`src/rtl/uart_rx_pkg.sv`:
```
// Shared types and default timing constants for the UART receive path.
// Optional break detection in uart_rx_ctrl is enabled by UART_RX_BREAK_DETECT_EN.
package uart_rx_pkg;

    typedef enum logic [2:0] {
        IDLE,
        START_CHK,
        RECEIVE,
        STOP_CHK,
        LOAD
    } rx_state_t;

    localparam int UART_CLKS_PER_BIT = 10;
    localparam int UART_START_CHK    = 5;

endpackage

```
`src/rtl/uart_rx_ctrl_flex_counter.sv`:
```
// Up-counter with synchronous clear that stops at rollover_val instead of wrapping.
module flex_counter #(
    parameter int NUM_BITS = 4
) (
    input  logic                clk,
    input  logic                n_rst,
    input  logic                clear,
    input  logic                count_enable,
    input  logic [NUM_BITS-1:0] rollover_val,
    output logic [NUM_BITS-1:0] count_out
);

    always_ff @(posedge clk or negedge n_rst) begin
        if (!n_rst) begin
            count_out <= '0;
        end else if (clear) begin
            count_out <= '0;
        end else if (count_enable && (count_out != rollover_val)) begin
            count_out <= count_out + NUM_BITS'(1);
        end
    end

endmodule

```
`src/rtl/uart_rx_ctrl.sv`:
```
// UART RX frame controller: start-bit validation, timer enable, stop check, buffer load and status.
// Defining UART_RX_BREAK_DETECT_EN adds rx_data_zero / break_detected.
module uart_rx_ctrl
    import uart_rx_pkg::*;
#(
    parameter int CLKS_PER_BIT = UART_CLKS_PER_BIT,
    parameter int START_CHK    = UART_START_CHK
) (
    input  logic clk,
    input  logic n_rst,
    input  logic serial_in,
    input  logic start_bit_detected,
    input  logic packet_done,
    input  logic stop_bit,
    input  logic data_read,
`ifdef UART_RX_BREAK_DETECT_EN
    input  logic rx_data_zero,
    output logic break_detected,
`endif
    output logic enable_timer,
    output logic sbc_clear,
    output logic load_buffer,
    output logic data_ready,
    output logic overrun_error,
    output logic framing_error,
    output logic busy
);

    localparam int CNT_W = $clog2(CLKS_PER_BIT);

    rx_state_t        state;
    rx_state_t        next_state;
    logic [CNT_W-1:0] start_cnt;
    logic             chk_done;
    logic             enter_rx;

    flex_counter #(
        .NUM_BITS(CNT_W)
    ) start_counter (
        .clk         (clk),
        .n_rst       (n_rst),
        .clear       (state == IDLE),
        .count_enable(state == uart_rx_pkg::START_CHK),
        .rollover_val(CNT_W'(START_CHK)),
        .count_out   (start_cnt)
    );

    // The counter steps to START_CHK on the same edge that leaves START_CHK, so the
    // line is sampled low on exactly START_CHK cycles before the timer starts.
    assign chk_done = (start_cnt == CNT_W'(START_CHK - 1));
    assign enter_rx = (state == uart_rx_pkg::START_CHK) && !serial_in && chk_done;

    always_ff @(posedge clk or negedge n_rst) begin
        if (!n_rst) begin
            state <= IDLE;
        end else begin
            state <= next_state;
        end
    end

    always_comb begin
        next_state = state;
        case (state)
            IDLE: begin
                if (start_bit_detected) begin
                    next_state = uart_rx_pkg::START_CHK;
                end
            end
            uart_rx_pkg::START_CHK: begin
                if (serial_in) begin
                    next_state = IDLE;
                end else if (chk_done) begin
                    next_state = RECEIVE;
                end
            end
            RECEIVE: begin
                if (packet_done) begin
                    next_state = STOP_CHK;
                end
            end
            STOP_CHK: next_state = stop_bit ? LOAD : IDLE;
            LOAD:     next_state = IDLE;
            default:  next_state = IDLE;
        endcase
    end

    assign load_buffer = (state == LOAD);
    assign busy        = (state != IDLE);

    always_ff @(posedge clk or negedge n_rst) begin
        if (!n_rst) begin
            enable_timer  <= 1'b0;
            sbc_clear     <= 1'b0;
            data_ready    <= 1'b0;
            overrun_error <= 1'b0;
            framing_error <= 1'b0;
        end else begin
            enable_timer <= (next_state == RECEIVE);
            sbc_clear    <= (state == IDLE) && start_bit_detected;

            // A read coinciding with the load consumes the old word, so no overrun.
            if (state == LOAD) begin
                data_ready    <= 1'b1;
                overrun_error <= data_read ? 1'b0 : (overrun_error | data_ready);
            end else if (data_read) begin
                data_ready    <= 1'b0;
                overrun_error <= 1'b0;
            end

            if (enter_rx) begin
                framing_error <= 1'b0;
            end else if ((state == STOP_CHK) && !stop_bit) begin
                framing_error <= 1'b1;
            end
        end
    end

`ifdef UART_RX_BREAK_DETECT_EN
    always_ff @(posedge clk or negedge n_rst) begin
        if (!n_rst) begin
            break_detected <= 1'b0;
        end else if ((state == STOP_CHK) && !stop_bit && rx_data_zero) begin
            break_detected <= 1'b1;
        end else if (data_read || enter_rx) begin
            break_detected <= 1'b0;
        end
    end
`endif

endmodule
```
`config.mk`:
```
export PLATFORM = sky130hd
export DESIGN_NAME = uart_rx_ctrl
export DESIGN_NICKNAME = d
export VERILOG_FILES = /design/src/rtl/uart_rx_pkg.sv /design/src/rtl/uart_rx_ctrl_flex_counter.sv /design/src/rtl/uart_rx_ctrl.sv
export SDC_FILE = /design/constraint.sdc
export NUM_CORES = 1
export LEC_CHECK = 0
export CORE_MARGIN = 1.5
export CORE_UTILIZATION = 42
export CTS_BUF_LIST = sky130_fd_sc_hd__clkbuf_4 sky130_fd_sc_hd__clkbuf_8 sky130_fd_sc_hd__clkbuf_16
export CTS_CLUSTER_SIZE = 12
export DETAILED_ROUTE_END_ITERATION = 10
export PLACE_DENSITY_LB_ADDON = 0.3
export SLEW_MARGIN = 20
export SYNTH_ARGS = -nofsm -noshare
export SYNTH_HDL_FRONTEND = slang
export SYNTH_SLANG_ARGS = --single-unit
```
`constraint.sdc`:
```
create_clock -name clk -period 1.5 [get_ports clk]
set_input_delay 0.45 -clock clk [delete_from_list [all_inputs] [get_ports clk]]
set_output_delay 0.45 -clock clk [all_outputs]
set_load 0.05 [all_outputs]
```
==> results of run 1 <==
## metrics by stage
| stage | hold slack (ns) | setup WS, ns | utilization (%) |
|---|---|---|---|
| 2_1_floorplan | 0.154 | -0.0310 | - |
| 3_3_place_gp | 0.535 | 0.0315 | 65.1 |
| 3_5_place_dp | 0.554 | -0.00980 | 65.1 |
| 4_1_cts | 0.483 | -0.118 | 69.5 |
| 5_1_grt | 0.497 | -0.147 | 70.7 |
| 6_report | 0.473 | -0.107 | 70.7 |
## cell families (layout without fill, tap and decap cells)
| family | count (synthesis) | after routing | synth area share (%) |
|---|---|---|---|
| adder cells (fa/ha/maj) | 3 | 3 | 6.16 |
| flip-flops | 12 | 12 | 49.3 |
| AND/OR/NAND/NOR | 22 | 22 | 22.4 |
| multiplexers | 1 | 1 | 1.64 |
| buffers and inverters | 6 | 31 | 4.93 |
| AO/OA/AOI/OAI | 15 | 15 | 15.6 |
## cells in the final DEF (no fill, tap or decap), types with 3 or more instances in the layout
cell              n
inv_1             3
dfrtp_1           9
dfrtp_2           3
nor2_1            4
a21oi_1           5
clkbuf_4          3
buf_12            6
clkdlybuf4s50_1   6
o21ai_0           3
buf_4            10
nand3_1           3
## power by group through the flow
stage          clock network [mW]  logic, mW  registers (mW)
6_report                    0.193      0.284           0.376
5_1_grt                     0.218      0.312           0.380
4_1_cts                     0.199      0.280           0.375
3_5_place_dp                    0      0.271           0.376
3_3_place_gp                    0      0.266           0.375
2_1_floorplan                   0      0.130           0.395
## per-layer routing
metal  GRT usage, %  vias up  wire length [um]
li1               -      261                 -
met1           24.1      227               608
met2           25.8       17               554
met3           9.78        2                80
met4           7.26        0                 9
met5              0        -                 0
## area by class of cell
| cell class | count | area, um^2 | area share (%) |
|---|---|---|---|
| Sequential cell | 12 | 304 | 32.2 |
| Timing Repair Buffer | 23 | 267 | 28.2 |
| Multi-Input combinational cell | 41 | 313 | 33.2 |
| Tap cell | 15 | 18.8 | 1.99 |
| Clock buffer | 3 | 22.5 | 2.39 |
| Inverter | 5 | 18.8 | 1.99 |
## registers in the layout (all words and copies together) (netlist names)
signal and count:
start_counter.count_out 4, state 3, data_ready 1, enable_timer 1, framing_error 1, overrun_error 1, sbc_clear 1
## how the worst min path moves through the flow
stage / start / to / depth (start not counted)
2_1_floorplan: n_rst / data_ready$_DFFE_PN0P_ / 0
3_3_place_gp: start_counter.count_out[2]$_DFFE_PN0P_ / start_counter.count_out[2]$_DFFE_PN0P_ / 1
3_5_place_dp: start_counter.count_out[2]$_DFFE_PN0P_ / start_counter.count_out[2]$_DFFE_PN0P_ / 1
4_1_cts: n_rst / overrun_error$_DFFE_PN0P_ / 2
5_1_grt: n_rst / start_counter.count_out[3]$_DFFE_PN0P_ / 2
6_report: n_rst / overrun_error$_DFFE_PN0P_ / 2
## what timing repair did
action                     CTS  global route
pin swaps                    3             3
setup buffers                2             1
setup endpoints to repair    3             5
resized for setup            7             5
## worst register-to-register path: stages (launching register included)
cell	delay, ns
dfrtp_2	0.46
or3b_4	0.43
or4_4	0.42
a21oi_2	0.12
==> impl_metrics.tcl, run 1 <==
set metrics [dict create \
    slowest_delay_ns 0.46 \
    drive_gt1_share_pct 39.3 \
    vias 507 \
    ys_ff_latch 12 \
    rr_endpoint "start_counter.count_out[3]$_DFFE_PN0P_" \
    htree_levels 1 \
    hold_path.class "in2async" \
    fmax_mhz 622 \
    yosysMostFrequentCell "dfrtp_1" \
    start_util_pct 45.7 \
    synth_nets 69 \
    grt_max_degree 13 \
    cts_hold_buf 0 \
    tightest_slew_ns 0.291 \
    critPathKind "reg2out" \
    gp_congestion 0.739 \
    dp_cells 93 \
    worstSetupPathDepth 2 \
    ir_drop_mv 0.802 \
    cts_sinks 12 \
    fin_setup_tns_ns -0.199 \
    critPathTopFamily "flip-flops" \
    slowest_stage "dfrtp_2" \
    seq_power_share_pct 44.1 \
    overflow 0 \
    async_flop_share_pct 100 \
    cts-root-buf "clkbuf_4" \
    portBuffers 13 \
    ys_seq_area_share_pct 49.3 \
    pwr-share-comb_pct 33.3 \
    layout.nets 96 \
    powerDensity_mw_per_mm2 904 \
    maxSlewHeadroom_pct 80.5 \
    synth_common_cells "12 x dfrtp_1, 6 x a21oi_1, 5 x inv_1" \
    yosysWarnings 0 \
    power_mw 0.853 \
    viasPerCell 5.12 \
    drt_iter0_markers 17 \
    grt_pass1_vias 428 \
    crit_fanout 4 \
    cp.required_ns 1.05 \
    synth-edff-count 0 \
    violations "negative setup slack" \
    setup_ws_ns -0.107 \
    min_period_ns 1.61 \
    worst-path-buf-inv 1 \
    route.detailed.drc 0 \
    status "finished, violations left" \
    netlist_area_um2 609 \
    fillCellCount 97 \
    cts_made_buffers 3 \
    finalHoldViolCount 0 \
    placed_area_um2 868 \
    instances_no_fill 99 \
    rsz0062_at_grt "yes" \
    p_switching_mw 0.271 \
    drv_slew 0 \
    setup.worst_path.end_class "output port" \
    setup-violations-final 3 \
    r2r_slack_ns 0 \
    synth_cell_type_count 26 \
    maxCapViolCount 0 \
    cts_tree "done" \
    diodes 0 \
    fin_area_um2 943 \
    worstSetupEndpoint "load_buffer" \
    first_pass_iters 4 \
    area_growth_pct 54.8 \
    avgSynthCellArea_um2 10.3 \
    core_area_mm2 0.00133 \
    power_frac_clock_pct 22.6 \
    max-clock-path-buffers 2 \
    yosysTopAreaCell "dfrtp_1" \
    grt_use_total_pct 18.6 \
    syn-instance-count 59 \
    crit_chain "nor3b_4 > buf_12" \
    die_w_um 41.1 \
    startpoint_type "flip-flop" \
    ant_nets 0 \
    hpwl_um 908 \
    antenna_found_initial 0 \
    std_cell_rows 13 \
    skew_ns 0.00364 \
    synth_ff_type "dfrtp_1" \
    grt_pass1_wl_mm 1.88 \
    p_int_mw 0.582 \
    sw_frac_of_total_pct 31.8 \
    dieArea_mm2 0.00169 \
    synthTopCellsByArea "dfrtp_1 49%, ha_1 6.2%, a21oi_1 4.9%" \
    r2r_cells 3 \
    rr_startpoint "state[1]$_DFF_PN0_" \
    cp-startpoint "state[1]$_DFF_PN0_" \
    wl_per_cell_um 12.7 \
    insertion_delay_ns 0.27 \
    timing.final.crit_share_pct 107 \
    io_pins 14 \
    path_clk_slew_ns 0.07 \
    synth_top_area_share_pct 49.3 \
    worstPathArrival_ns 1.16 \
    p_leak_nw 0.431 \
    finalWirelength_mm 1.25 \
    die_height_um 41.1 \
]
No activity file was read; power rests on OpenSTA's default activity.
==> inputs of run 2 (changes only) <==
--- a/config.mk
+++ b/config.mk
@@ -6,9 +6,9 @@
 export NUM_CORES = 1
 export LEC_CHECK = 0
-export CORE_MARGIN = 1.5
-export CORE_UTILIZATION = 42
+export CORE_AREA = 2 2 39 41
 export CTS_BUF_LIST = sky130_fd_sc_hd__clkbuf_4 sky130_fd_sc_hd__clkbuf_8 sky130_fd_sc_hd__clkbuf_16
 export CTS_CLUSTER_SIZE = 12
 export DETAILED_ROUTE_END_ITERATION = 10
+export DIE_AREA = 0 0 41 43
 export PLACE_DENSITY_LB_ADDON = 0.3
 export SLEW_MARGIN = 20
==> constraint.sdc (replaced) <==
create_clock -name clk -period 1.95 [get_ports clk]
set_input_delay 0.39 -clock clk [delete_from_list [all_inputs] [get_ports clk]]
set_output_delay 0.39 -clock clk [all_outputs]
set_load 0.05 [all_outputs]
==> impl_metrics.tcl, run 2 (synthesis gave the netlist of run 1 again) <==
set metrics [dict create \
    skew_ns 0.00178 \
    portBuffers 13 \
    hpwl_um 847 \
    htree_levels 1 \
    slowest_delay_ns 0.81 \
    diodes 0 \
    startpoint_type "flip-flop" \
    grt_use_met2_pct 23.1 \
    dp_cells 88 \
    wl_per_cell_um 12.3 \
    grtUsageMet1_pct 23.9 \
    status "finished, final reports clean" \
    grt_pass1_wl_mm 1.99 \
    insertion_delay_ns 0.27 \
    cts_setup_buffers 0 \
    reg.largest.list "start_counter.count_out x4, state x3" \
    rsz0062_at_grt "no" \
    maxCapViolCount 0 \
    min_period_ns 1.84 \
    layout.nets 87 \
    powerDensity_mw_per_mm2 819 \
    cts-root-buf "clkbuf_4" \
    holdWs_ns 0.451 \
    grt_use_total_pct 17.6 \
    top_register "start_counter.count_out" \
    maxSlewHeadroom_pct 65.7 \
    p_leak_nw 0.371 \
    cts_made_buffers 3 \
    finalHoldViolCount 0 \
    std_cell_rows 14 \
    instances_no_fill 92 \
    gp_congestion 0.775 \
    vias 482 \
    worstPathArrival_ns 1.45 \
    die_height_um 43 \
    dieArea_mm2 0.00176 \
    final_common_cell "dfrtp_1" \
    crit_fanout 3 \
    finalWirelength_mm 1.13 \
    cts_resized 0 \
    overflow 0 \
    setup-violations-final 0 \
    fmax_mhz 543 \
    cts_hold_buf 0 \
    first_pass_iters 3 \
    area_growth_pct 32.0 \
    critPathKind "reg2out" \
    busiest_layer "met1" \
    ant_nets 0 \
    grtUsageMet3_pct 6.81 \
    cts_sinks 12 \
    tightest_slew_ns 0.513 \
    worst-path-buf-inv 1 \
    drive_gt1_share_pct 13.2 \
    hold_path.class "in2async" \
    viasPerCell 5.24 \
    grt_pass1_vias 455 \
    cts_tree "done" \
    cp.required_ns 1.56 \
    drv_slew 0 \
    power_mw 0.659 \
    path_clk_slew_ns 0.08 \
    grt_max_degree 13 \
    critPathTopFamily "buffers and inverters" \
    timing.final.crit_share_pct 94.5 \
    max-clock-path-buffers 2 \
    antenna_found_initial 0 \
    core_area_mm2 0.00138 \
    layout_common_cells "12 x dfrtp_1, 11 x clkdlybuf4s50_1, 6 x a21oi_1, 5 x inv_1, 4 x nor2_1" \
    die_w_um 41 \
    start_util_pct 44.0 \
    crit_chain "clkdlybuf4s50_1" \
    largest_reg_flops 4 \
    fin_setup_tns_ns 0 \
    io_pins 14 \
    ir_drop_mv 0.708 \
    route.detailed.drc 0 \
    slowest_stage "clkdlybuf4s50_1" \
    setup.worst_path.end_class "output port" \
    drt_iter0_markers 5 \
]
==> run 2: worst paths after layout <==
path / to / cells past startpoint / startpoint / slack [ns]
hold / removal: sbc_clear$_DFF_PN0_ / 1 / n_rst / 0.45
max in group asynchronous: start_counter.count_out[2]$_DFFE_PN0P_ / 1 / n_rst / 1.16
setup / recovery: data_ready / 1 / data_ready$_DFFE_PN0P_ / 0.11
min in group clk: overrun_error$_DFFE_PN0P_ / 2 / overrun_error$_DFFE_PN0P_ / 0.51
setup reg to reg: start_counter.count_out[3]$_DFFE_PN0P_ / 3 / state[1]$_DFF_PN0_ / 0.30
hold reg to reg: overrun_error$_DFFE_PN0P_ / 2 / overrun_error$_DFFE_PN0P_ / 0.51
==> run 2: per-layer routing <==
layer | part of all wire [%] | up-vias
met4 | 1.1 | 0
met1 | 49 | 226
li1 | - | 242
met3 | 5.9 | 2
met2 | 44 | 12
met5 | 0 | -
==> run 2: metrics by stage <==
step | setup slack, ns | utilization (%) | area [um^2]
CTS | 0.0927 | 58.1 | 805
global route | 0.0593 | 58.1 | 805
finish | 0.108 | 58.1 | 805
global placement | 0.358 | 55.5 | 768
floorplan | 0.363 | - | 614
detailed placement | 0.323 | 55.5 | 768
==> run 2: final cells by class <==
class,count,area (um^2)
clock buffers,4,36.3
fillers,132,579
inverters,5,18.8
multi-input cells,41,284
flip-flops and latches,12,300
well taps,16,20.0
repair buffers,14,145
==> run 2: where the power goes <==
| part | leakage [nW] | internal (mW) | switching, mW |
|---|---|---|---|
| Sequential | 0.163 | 0.267 | 0.0239 |
| Clock | 0.0210 | 0.114 | 0.0858 |
| Combinational | 0.187 | 0.0737 | 0.0945 |
| Total | 0.371 | 0.455 | 0.204 |
